==> src/rtl/hist_shift.sv <==
`default_nettype none
// +----------------------------------------------------------------------+
// | Module   : hist_shift                                                |
// | Purpose  : Stimulus history shift register. Tap k (1..MAX_LAT) holds |
// |            the input value seen k clock edges earlier; tap k lives   |
// |            at taps_o[(k-1)*W +: W].                                  |
// | Revision : 1.0 - initial release                                     |
// +----------------------------------------------------------------------+
module hist_shift #(
  parameter int W       = 3,
  parameter int MAX_LAT = 4
) (
  input  logic                 clk,
  input  logic                 rst,
  input  logic [W-1:0]         d_i,
  output logic [MAX_LAT*W-1:0] taps_o
);

  logic [MAX_LAT*W-1:0] hist_q;

  generate
    if (MAX_LAT == 1) begin : g_single
      // Single-stage history: just register the input
      always_ff @(posedge clk or posedge rst) begin
        if (rst) hist_q <= '0;
        else     hist_q <= d_i;
      end
    end else begin : g_multi
      // Shift newest sample into tap 1, older samples move toward tap MAX_LAT
      always_ff @(posedge clk or posedge rst) begin
        if (rst) hist_q <= '0;
        else     hist_q <= {hist_q[(MAX_LAT-1)*W-1:0], d_i};
      end
    end
  endgenerate

  assign taps_o = hist_q;

endmodule
`default_nettype wire

==> config.mk <==
export PLATFORM = sky130hd
export DESIGN_NAME = hist_shift
export DESIGN_NICKNAME = d
export VERILOG_FILES = /design/src/rtl/hist_shift.sv
export SDC_FILE = /design/constraint.sdc
export NUM_CORES = 1
export LEC_CHECK = 0
export CORE_AREA = 4 4 41 43
export CTS_CLUSTER_DIAMETER = 120
export DETAILED_ROUTE_END_ITERATION = 6
export DIE_AREA = 0 0 45 47
export PLACE_DENSITY = 0.63
export SYNTH_ARGS = -nofsm -noshare
export SYNTH_HDL_FRONTEND = slang
export SYNTH_SLANG_ARGS = --single-unit
==> constraint.sdc <==
create_clock -name clk -period 1.2 [get_ports clk]
set_input_delay 0.36 -clock clk [delete_from_list [all_inputs] [get_ports clk]]
set_output_delay 0.36 -clock clk [all_outputs]
set_load 0.1 [all_outputs]
==> metrics.cfg <==
[die]
coreArea_um2=1301
std_cell_rows=13
initial_standard_cell_utilization_of_the_core=0.2337
io_pins=17
die_h_um=47
die_w_um=45
floorplan_die_area_um2=2115

[global_routing]
antenna_found_initial=0
grt_start_max_net_pins=13
grt_pass1_wl_um=759
grt_overflow=0
groute.usage.overall=0.05882
first_global_vias=169

[worst_setup_path]
path_cells=buf_12
worst-setup-path-type=reg -> out
worst_setup_path_end_kind=output pin
worstSetupStartpointType=flop
crit_path_max_incr_delay_ns=0.43
worst_ep_required_time_ns=0.84
path_buf_inv=1
worstPathArrival_ns=0.86
worst_path_max_delay_cell=sky130_fd_sc_hd__dfrtp_2
worst_r2r_startpoint=taps_o[4]
critical_path.top_delay_family=flip-flops
crit_path_start=taps_o[4]
critical_path.max_fanout=2

[yosys]
postSynthAreaPerCell_um2=23.39
portion_of_the_post_synthesis_area_used_by_sequential_elements=0.9877
ys_warn_count=0
synthDistinctLibCells=2
postSynthRegisterBits=12
cell_area_synth_um2=304.0
synthCells=13
syn_nets=18

[routing]
dr_total_vias=178
drt_pass1_iterations=1
drc_viols=0
route.antenna.remaining_nets=0
detail_route.wirelength_um=520
drt-vias-per-instance=3.708
drt_first_iter_violations=0
wl_per_cell_um=10.83

[power]
max-vdd-ir-drop_uv=783.1
switching_share=0.3069
sequential_cell_fraction_of_total_power=0.443
pwr_density_cell_nw_per_um2=1552
share_clk_of_total_power=0.298
total_leakage_power_nw=0.2826
internal_power_uw=703.9
net-switching-power_uw=311.6
fraction_of_power_consumed_by_combinational_cells=0.259

[timing]
setup-tns-final_ns=-0.1785
worst_clock_skew_ns=0.001077
unrepaired_setup_endpoints_after_global_routing=yes
worst_pin_slew_ns=0.4071
final.setup.worst_slack_ns=-0.02440
report.final.hold_viol_count=0
max_freq_ghz=0.8167
number_of_pins_exceeding_their_max_slew_limit_in_the_final_report=0
worst_slew_margin_rel=0.7283
setup-violations-final=12
final_critical_path_time_including_i_o_delays_and_setup_ns=1.224
timing.final.crit_share=1.020

[run_status]
failing_checks=setup timing
outcome=finished, violations left

[cts]
tritoncts.num_buffers=3
clock_slew_at_the_register_clock_pins_of_the_worst_setup_and_hold_paths_ns=0.07
clockBufferDepth=2
cts.hold.buffers_added=0
tritoncts_num_sinks=12
tritoncts=built
root_buffer=sky130_fd_sc_hd__clkbuf_4
cts_setup_buffers=0
cts_max_level=1
clock_latency_on_the_worst_skew_pair_ns=0.26

[placed_design]
final_weighted_congestion_of_routability_driven_global_placement=0.6219
placedInstanceArea_um2=618.1
dp_slack_ns=0.1986
post-dp-hpwl_um=457.2
port_buffers=16

[layout]
fillCellCount=117
finish.net_count=39
final_design_area_no_fill_um2=654.4
post-route-util=0.5029
comb.multi_input.count=0
largest_register_ffs=12
final_layout_size_suffix_gt1_frac=0.8485
syn_to_final_growth_pct=115.2
antennaDiodeCount=0
multiInputGateArea_um2=0

[min_path]
min_path_type=in -> async

[job]
cap_viol_max_count=0

[path summary, 6_finish.rpt]
| kind | to | slack, ns | cells past startpoint |
|---|---|---|---|
| min | taps_o[10] | 0.38 | 2 |
| max in group asynchronous | taps_o[8] | 0.51 | 2 |
| min reg2reg | taps_o[10] | 0.42 | 0 |
| max reg2reg | taps_o[7] | 0.65 | 0 |
| max | taps_o[4] | -0.02 | 1 |
| min in group clk | taps_o[10] | 0.42 | 0 |
[placed cells by master, fill, tap and decap left out]
cell type	instances
sky130_fd_sc_hd__dfrtp_2	12
sky130_fd_sc_hd__clkdlybuf4s50_1	4
sky130_fd_sc_hd__clkbuf_8	1
sky130_fd_sc_hd__clkbuf_4	3
sky130_fd_sc_hd__inv_1	1
sky130_fd_sc_hd__buf_12	12
[area by class of cell]
class                 instances  area [um^2]  area share
Timing Repair Buffer         16        280.3      0.4283
Clock buffer                  4        36.28     0.05545
Sequential cell              12        315.3      0.4818
Tap cell                     15        18.77     0.02868
Inverter                      1        3.754    0.005736
[power by group through the flow]
| stage | Sequential, mW | Clock, mW | Combinational, mW |
|---|---|---|---|
| floorplan | 0.599 | 0 | 0.00614 |
| global placement | 0.457 | 0 | 0.264 |
| detailed placement | 0.459 | 0 | 0.265 |
| CTS | 0.451 | 0.314 | 0.266 |
| global route | 0.452 | 0.339 | 0.268 |
| finish | 0.450 | 0.302 | 0.263 |
[repair_timing]
item                                   in CTS  in global routing
resized for setup                           0                  0
setup endpoints to repair                  12                 12
endpoints found under the hold margin       0                  0
[layer usage]
layer / track usage / vias to the layer above / part of all wire
met5: 0 / - / 0
met4: 0.05263 / 0 / 0.027
met3: 0.04215 / 2 / 0.16
met2: 0.09605 / 15 / 0.53
met1: 0.04578 / 81 / 0.28
li1: - / 80 / -
[cell usage after synthesis]
| master | instances | area, um^2 |
|---|---|---|
| sky130_fd_sc_hd__dfrtp_1 | 12 | 300.3 |
| sky130_fd_sc_hd__inv_1 | 1 | 3.750 |
[cell families (layout without fill, tap and decap cells)]
family | count (synthesis) | count (layout) | synth area share
flip-flops | 12 | 12 | 0.9877
buffers and inverters | 1 | 21 | 0.01233
[stage by stage]
stage / power (mW) / hold WS (ns) / cells
6_report: 1.016 / 0.3777 / 48
5_1_grt: 1.060 / 0.4150 / 48
4_1_cts: 1.031 / 0.3808 / 48
3_5_place_dp: 0.7243 / 0.4098 / 44
3_3_place_gp: 0.7216 / 0.4068 / 44
2_1_floorplan: 0.6050 / 0.2248 / 13
(Power assumes the default switching activity.)
